==> config.mk <==
export PLATFORM = sky130hd
export DESIGN_NAME = lut_config_loader
export DESIGN_NICKNAME = d
export VERILOG_FILES = /design/src/rtl/lut_config_loader.sv
export SDC_FILE = /design/constraint.sdc
export NUM_CORES = 1
export LEC_CHECK = 0
export ABC_AREA = 1
export CORE_UTILIZATION = 48
export DETAILED_ROUTE_END_ITERATION = 10
export HOLD_SLACK_MARGIN = 0.15
export MAX_ROUTING_LAYER = met4
export PLACE_DENSITY = 0.82
export SETUP_SLACK_MARGIN = 0.2
export SLEW_MARGIN = 20
export SYNTH_ARGS = -nofsm -noshare
export SYNTH_HDL_FRONTEND = slang
export SYNTH_SLANG_ARGS = --single-unit
==> constraint.sdc <==
create_clock -name cclk -period 1.3 [get_ports cclk]
set_input_delay 0.26 -clock cclk [delete_from_list [all_inputs] [get_ports cclk]]
set_output_delay 0.26 -clock cclk [all_outputs]
set_load 0.01 [all_outputs]
==> src/rtl/lut_config_loader.sv <==
// Serial-to-parallel configuration loader for a fracturable dual-LUT slice.
// Assembles a CFG_WIDTH-bit word MSB-first, commits it with a one-cycle cen strobe, then holds it.
module lut_config_loader #(
  parameter int unsigned INPUTS    = 4,
  parameter int unsigned MEM_SIZE  = 2 ** INPUTS,
  parameter int unsigned CFG_WIDTH = 2 * MEM_SIZE + 1,
  parameter int unsigned CNT_W     = $clog2(CFG_WIDTH + 1)
) (
  input  logic                 cclk,
  input  logic                 rst_n,
  input  logic                 cfg_valid,
  input  logic                 cfg_bit,
  output logic                 cfg_ready,
  input  logic                 cfg_restart,
  output logic [CFG_WIDTH-1:0] config_out,
  output logic                 cen,
  output logic                 loaded,
  output logic [CNT_W-1:0]     bit_count
);

  typedef enum logic [1:0] {StShift, StCommit, StDone} state_e;

  state_e               r_state, w_state_d;
  logic [CFG_WIDTH-1:0] r_shreg, w_shreg_d;
  logic [CFG_WIDTH-1:0] r_config, w_config_d;
  logic [CNT_W-1:0]     r_count, w_count_d;
  logic                 r_cen, w_cen_d;
  logic                 r_loaded, w_loaded_d;
  logic [CFG_WIDTH-1:0] w_shifted;

  assign w_shifted  = {r_shreg[CFG_WIDTH-2:0], cfg_bit};
  assign cfg_ready  = (r_state == StShift);
  assign config_out = r_config;
  assign cen        = r_cen;
  assign loaded     = r_loaded;
  assign bit_count  = r_count;

  always_comb begin
    w_state_d  = r_state;
    w_shreg_d  = r_shreg;
    w_config_d = r_config;
    w_count_d  = r_count;
    w_cen_d    = 1'b0;
    w_loaded_d = r_loaded;
    unique case (r_state)
      StShift: begin
        // Restart wins over a simultaneous transfer, even the final bit.
        if (cfg_restart) begin
          w_shreg_d = '0;
          w_count_d = '0;
        end else if (cfg_valid) begin
          w_shreg_d = w_shifted;
          if (r_count == CNT_W'(CFG_WIDTH - 1)) begin
            w_config_d = w_shifted;
            w_cen_d    = 1'b1;
            w_count_d  = CNT_W'(CFG_WIDTH);
            w_state_d  = StCommit;
          end else begin
            w_count_d = r_count + 1'b1;
          end
        end
      end
      StCommit: begin
        w_loaded_d = 1'b1;
        w_state_d  = StDone;
      end
      StDone: begin
        if (cfg_restart) begin
          w_state_d  = StShift;
          w_shreg_d  = '0;
          w_count_d  = '0;
          w_loaded_d = 1'b0;
        end
      end
      default: w_state_d = StShift;
    endcase
  end

  always_ff @(posedge cclk or negedge rst_n) begin
    if (!rst_n) begin
      r_state  <= StShift;
      r_shreg  <= '0;
      r_config <= '0;
      r_count  <= '0;
      r_cen    <= 1'b0;
      r_loaded <= 1'b0;
    end else begin
      r_state  <= w_state_d;
      r_shreg  <= w_shreg_d;
      r_config <= w_config_d;
      r_count  <= w_count_d;
      r_cen    <= w_cen_d;
      r_loaded <= w_loaded_d;
    end
  end

endmodule
* After elaboration in Yosys (flattened, before gate mapping)
Cells that the tools add are included.
** Cells by class
- Reduce and logical (&&, ||, !) cells :: 7
- Bitwise gates (word level) :: 1
- Mux-type cells :: 20
- Equal/unequal tests :: 8
- $add $sub $neg :: 1
** Operator list (count)
- 32-bit 2-to-1 mux :: 3
- 32-bit one-hot mux with 2 select lines :: 1
- 6-bit 2-to-1 mux :: 4
- 6-bit one-hot mux with 2 select lines :: 1
- 2-bit 2-to-1 mux :: 4
- 4-bit AND reduction :: 2
- 6-bit by 1-bit adder with 6-bit output, second input constant :: 1
- 6-bit == test, second input constant :: 1
- 2-bit != test, second input constant :: 3
- 2-bit one-hot mux with 3 select lines :: 1
- 1-bit 2-to-1 mux :: 5
- 2-bit nonzero test :: 2
- 3-bit by 2-bit != test with 1-bit output, second input constant :: 1
- 3-bit AND reduction :: 1
- 2-bit by 1-bit == test with 1-bit output, second input constant :: 1
- 2-bit == test, second input constant :: 1
- 2-bit logical NOT :: 1
- 2-bit by 1-bit != test with 1-bit output, second input constant :: 1
- 1-bit one-hot mux with 2 select lines :: 1
- 2-bit AND reduction :: 1
- 1-bit NOT :: 1
** Storage, ports and cells
- Word-level logic and storage cells :: 43
- Input bits :: 5
- Bits in registers :: 75

* Depth between registers and ports, before layout
Gate-level depths: netlist (run 1).
- Depth after elaboration :: 5
- Mapped depth :: 9
- Mapped depth without buffers :: 8

* Least setup slack after synthesis (run 1)
Ideal clock, no wire load.
- Path kind :: reg2reg
- Start :: reg r_count[0] (netlist: bit_count[0])
- End :: reg r_config[10] (netlist: config_out[10])
- Data arrival time :: 1.311 ns
- Cell stages (with the launch flop) :: 10
- Setup slack :: -0.129 ns
- Cells stage by stage :: dfrtp_1 inv_1 ha_1 nand3_1 nor2_1 nand2_1 buf_6 buf_6 nand2_1 o21ai_2
** Between the ends
- Word-level cells in the longest chain between the ends :: 2
** Ends and longest elaborated chain
- start, declared :: RTL line 26 : logic [CNT_W-1:0] r_count, w_count_d;
- start signal, assigned :: RTL line 91 : r_count <= w_count_d;
- 6-bit == test :: RTL line 53 : if (r_count == CNT_W'(CFG_WIDTH - 1)) begin
- 4-bit AND reduction (no line)
- end signal, assigned :: RTL line 90 : r_config <= w_config_d;
- end, declared :: RTL line 25 : logic [CFG_WIDTH-1:0] r_config, w_config_d;
No other way between the ends.
A chain may end at the register's enable or synchronous reset.

* Worst setup path after layout (run 1)
- Start :: reg r_count[0] (netlist: bit_count[0])
- End :: reg r_config[0] (netlist: config_out[0])
The elaborated chain is that of the path after synthesis.

==> results.md, run 1 <==
* DR vias/cell at around 6.1
* Setup ws final at -0.284 ns
* Achievable Freq at roughly 0.63 GHz
* N_diodes at 0
* Share of layout cells above drive strength 1 at 61.4%
* P_int at 3.59 mW
* Final core utilization at 89.2%
* Tot GR Track Use at 33.5%
* Area after DPL at 3930 µm²
* Hold Crit Class: input pin to asynchronous set/reset pin
* Area growth from synthesis to layout at 74.4%
* Ports at 47
* Die H at 82.6 µm
* Fin. max-slew vios at 0
* Core area at 6100 µm²
* Sequential Power Share at 48.6%
* Startpoint types: register
* Clk pwr share at 38.3%
* Placed cell count at 449
* Violated checks: negative setup slack
* Worst VDD drop at 1.01 mV
* Num CTS Buffers at 9
* Post-detailed-route count of antenna-violating nets at 0
* Worst hold slack at about 0.33 ns
* Longest Clk Path Bufs at 2
* DR pass1 iterations at 5
* Slew Limit Headroom at between 70% and 80%
* Crit path DAT at about 1.8 ns
* Root Buffer: clkbuf_8
* Pwr per Cell Area at 899 nW/µm²
* Cells after Synth at around 320
* Layout Nets at 455
* Critical Path RT at 1.56 ns
* Register area share after synthesis at 60.2%
* Filler instances at 236
* I/O Buffers at 46
* WL/cell at 24.9 µm
* Leakage at 2.49 nW
* Final min period at 1.58 ns
* Initial core utilization at 51.1%
* First-pass GRT wire length at roughly 15 mm
* Number of distinct library cells after synthesis at 18
* Commonest non-fill, non-tap cells in the layout: dfrtp_1 (73), o21ai_2 (40), buf_4 (40)
* RSZ-0062 raised after global routing: true
* Sw Pwr at 1.30 mW
* CTS H-tree lvls at 3
* Synthesized flop and latch total at 75
* Netlist Area Pre-Place at 3120 µm²
* Pin count of the biggest net entering global routing at 38
* Vias in the first global route at 2914
* Post-Syn Nets at 328
* DP Wirelength at around 4.3 mm
* Post-route cell area at between 5000 and 6000 µm²
* Setup TNS at -11.99 ns
* Final non-filler cell total at 528
* Switch share at a little over a quarter
* DR vias at 3224
* DRC Markers at 0
* Worst setup EP type: register
* YS warnings at 0
* Tcrit/Tclk final at 122%
* Die W at 82.6 µm
* Max FO, Critical Path at 7
* Worst-margin pin slew at 0.402 ns
* Clk_skew at roughly 0.014 ns
* CTS tree: built
* Max Cap Viol at 0
* Commonest non-fill, non-tap cell in the layout: dfrtp_1
* Status: finished with violations
* Register area at 1880 µm²
* Comb pwr share at approximately an eighth
* Die area at 6820 µm²
* Final estimated routing congestion in global placement at 0.841
* Grt ovf at 0
* Hold Vio Cnt, Final at 0
* DR iter-0 viols at 230
* Multi-input logic area at about 1600 µm²
* Worst-Skew Late Latency at ~0.38 ns
* Cell Rows at 28
* Mean Syn Cell Area at 9.71 µm²
* Final WL at 13.1 mm
* Clock sinks at 75
* Worst-path clk slew at 0.09 ns
* CP Class: register to register
* Initial antenna violation count at 0
* Final setup fails at 77
routing by layer:
layer / global-route usage [%] / wire length, µm
met5: - / 0
met2: 54.1 / 6420
met1: 38.2 / 4850
met3: 10.4 / 1060
met4: 15.5 / 799
critical path, cell delays in order (launching register included):
cell	delay, ns
dfrtp_1	0.44
inv_2	0.11
ha_4	0.17
nand3_4	0.07
nor2_4	0.18
nand2_8	0.14
buf_12	0.18
nand2_1	0.08
nand2_1	0.09
stage by stage:
stage,power [mW],setup slack [ns]
final,4.89,-0.284
after global routing,4.99,-0.322
after CTS,4.67,-0.0746
after detailed placement,2.70,-0.293
after global placement,2.69,-0.250
after floorplan,2.55,-0.0901
flip-flops by register name (all words and copies together) (netlist names):
signal      cells
loaded          1
config_out     33
cen             1
r_state         2
r_shreg        32
bit_count       6
power groups by stage:
stage / combinational (mW) / sequential [mW] / clock, mW
after floorplan: 0.132 / 2.42 / 0
after global placement: 0.282 / 2.41 / 0
after detailed placement: 0.291 / 2.41 / 0
after CTS: 0.520 / 2.37 / 1.79
after global routing: 0.667 / 2.38 / 1.95
final: 0.644 / 2.38 / 1.87
cells by family after synthesis:
kind of cell / count (synthesis) / synth area share [%]
and+or+nand+nor: 114 / 15.9
buffers and inverters: 60 / 9.07
DFF: 75 / 60.2
adders and majority gates: 2 / 0.803
AOI/OAI and AO/OA: 70 / 14.0
cells in the mapped netlist:
cell type	n	area, µm²
inv_1	43	161
nor2_1	10	37.5
nand2_1	61	229
o21ai_0	34	170
ha_1	2	25.0
buf_2	7	35.0
nand3_1	40	200
o21bai_1	1	7.51
o21ai_1	10	50.1
buf_4	1	7.51
nor2_4	2	22.5
o22ai_1	1	6.26
a21oi_1	2	10.0
dfrtp_1	75	1880
clkbuf_1	3	11.3
o21ai_2	22	193
buf_6	6	67.6
nand2_2	1	6.26
worst paths after layout:
| kind | cells after the start | slack (ns) | from | to |
|---|---|---|---|---|
| max | 8 | -0.28 | bit_count[0] | config_out[0] |
| min in group cclk | 2 | 0.50 | config_out[29] | config_out[29] |
| min | 2 | 0.33 | rst_n | r_shreg[24] |
| min reg2reg | 2 | 0.50 | config_out[29] | config_out[29] |
| max in group asynchronous | 3 | 0.37 | rst_n | r_state[0] |
| max reg2reg | 8 | -0.28 | bit_count[0] | config_out[0] |
what timing repair did:
item,in CTS,in global routing
endpoints found under the setup margin,115,117
hold buffers,1,0
setup buffers,30,19
cloned,11,2
endpoints found under the hold margin,56,0
pin swaps,24,19
resized for setup,271,91
layout make-up:
cell class	instances	area share (%)
flip-flops and latches	75	34.6
multi-input cells	186	30.3
repair buffers	133	26.5
inverters	43	3.34
clock buffers	11	2.60
well taps	75	1.73
clock inverters	5	0.967
(Power assumes the default switching activity.)
==> inputs of run 2 (changes only) <==
--- a/config.mk
+++ b/config.mk
@@ -6,6 +6,7 @@
 export NUM_CORES = 1
 export LEC_CHECK = 0
 export ABC_AREA = 1
+export CORE_ASPECT_RATIO = 1.4
 export CORE_UTILIZATION = 48
 export DETAILED_ROUTE_END_ITERATION = 10
 export HOLD_SLACK_MARGIN = 0.15
==> run 2 against run 1 <==
Effect of this change: core utilization shrank 6.6 points; first-iteration DRC count grew 7.0%; worst setup slack gained 0.0082 ns; flip-flop and latch count is the same; non-clock buffer count shrank 1; the flow still finishes with violations (negative setup slack).
==> results.md, run 2 (synthesized netlist as in run 1, its figures left out) <==
* Startpoint types: register
* Final min period at 1.58 ns
* Setup TNS at -8.97 ns
* Cell Rows at 34
* Die area at 6820 µm²
* Pin count of the biggest net entering global routing at 76
* Worst R2R Setup Slack at -0.28 ns
* Hold Crit Class: input pin to asynchronous set/reset pin
* Hold Vio Cnt, Final at 0
* Root Buffer: clkbuf_8
* DR iter-0 viols at 246
* Initial core utilization at 49.8%
* Layout Nets at 455
* I/O Buffers at 46
* Worst-path clk slew at 0.08 ns
* Num CTS Buffers at 9
* Crit path DAT at 1.81 ns
* Max FO, Critical Path at 22
* CP Class: register to register
* Worst reg2reg path startpoint: bit_count[1]
* Area growth from synthesis to layout at 65.7%
* N_diodes at 0
* Commonest non-fill, non-tap cells in the layout: dfrtp_1 (74), buf_4 (49), o21ai_2 (45)
* Post-detailed-route count of antenna-violating nets at 0
* Final estimated routing congestion in global placement at 0.855
* Placed cell count at 442
* Violated checks: negative setup slack
* DR vias at about 3000
* Final non-filler cell total at 525
* WL/cell at between 20 and 25 µm
* DR vias/cell at ~5.7
* Tot GR Track Use at 28.0%
* Share of layout cells above drive strength 1 at 58.1%
* DRC Markers at 0
* Worst setup EP type: register
* Initial antenna violation count at 0
* Max reg flops at 33
* Commonest non-fill, non-tap cell in the layout: dfrtp_1
* Worst-margin pin slew at 0.420 ns
* Final core utilization at between 80% and 90%
* DP Wirelength at 4.07 mm
* First-pass GRT wire length at 14.1 mm
* Core area at ~6300 µm²
* Ports at 47
* Grt ovf at 0
* Achievable Freq at about 0.63 GHz
* Pwr Total at approximately 4.7 mW
* Setup ws final at -0.276 ns
* Tcrit/Tclk final at 121%
* Final WL at approximately 11 mm
* DR pass1 iterations at 4
* Worst VDD drop at 0.829 mV
* Pwr per Cell Area at 919 nW/µm²
* Die W at 70.1 µm
* CTS tree: built
* Slew Limit Headroom at 72.0%
* CTS H-tree lvls at 3
* RSZ-0062 raised after global routing: true
* Final setup fails at 64
* Die H at 97.3 µm
* Longest Clk Path Bufs at 2
* Vias in the first global route at 2856
* Max Cap Viol at 0
* Leakage at approximately 2.5 nW
* Worst-Skew Late Latency at 0.36 ns
* Clock sinks at 75
* Worst slack, placed at -0.330 ns
* Status: finished with violations
* Critical Path RT at 1.53 ns
* Filler instances at 317
* R2R depth at 8
* RR Endpoint: config_out[29]
* Clk_skew at roughly 0.011 ns
* Fin. max-slew vios at 0
-- run 2: cell count changes in the layout (fill, tap and decap cells not counted), sizes merged --
cell      previous run  this run
clkinvlp             1         0
clkbuf              13        19
inv                 42        43
buf                127       123
nand2               62        63
clkinv               4         1
-- run 2: through the flow --
stage | cell area [µm²] | hold WS [ns]
after global routing | 5160 | 0.488
after floorplan | 3310 | -0.0356
after detailed placement | 3910 | 0.306
after global placement | 3910 | 0.301
final | 5160 | 0.440
after CTS | 4510 | 0.405
-- run 2: how the worst max path moves through the flow --
stage	from	end
3_5_place_dp	cfg_restart	r_shreg[23]
2_1_floorplan	bit_count[0]	config_out[10]
4_1_cts	bit_count[1]	config_out[25]
3_3_place_gp	cfg_restart	r_shreg[14]
5_1_grt	bit_count[2]	config_out[29]
6_report	bit_count[1]	config_out[29]
-- run 2: power breakdown --
part	total (mW)	internal (mW)	leakage, nW	switching, mW
Clock	1.80	0.941	0.0947	0.860
Sequential	2.37	2.35	1.04	0.0186
Combinational	0.572	0.276	1.32	0.295
-- run 2: critical path: stages, from the launching register on --
cell and delay (ns):
dfrtp_2 0.42, inv_2 0.09, ha_4 0.16, nand3_4 0.07
nor2_4 0.17, nand2_4 0.15, buf_12 0.20, nand2_1 0.09
o21ai_1 0.08
-- run 2: what timing repair did --
item                                   in CTS  in global routing
setup endpoints to repair                 115                115
hold buffers                                1                  0
buffers inserted                           31                 22
resized for setup                         217                 85
endpoints found under the hold margin      75                  0
gates cloned                                7                  6
pin swaps                                  12                 34
-- run 2: per-layer routing --
layer	global-route usage [%]	vias to the layer above	wire, µm
met5	-	-	0
met2	46.0	144	6100
met1	30.9	1503	4050
met3	6.64	44	563
li1	-	1295	-
met4	16.2	0	599
-- run 2: final cells by class --
cell class	count	area [µm²]	share of cell area, %
Sequential cell	75	1880	36.4
Multi-Input combinational cell	187	1500	28.9
Timing Repair Buffer	132	1350	26.2
Inverter	43	161	3.13
Clock buffer	14	153	2.96
Tap cell	72	90.1	1.74
Clock inverter	2	35.0	0.678
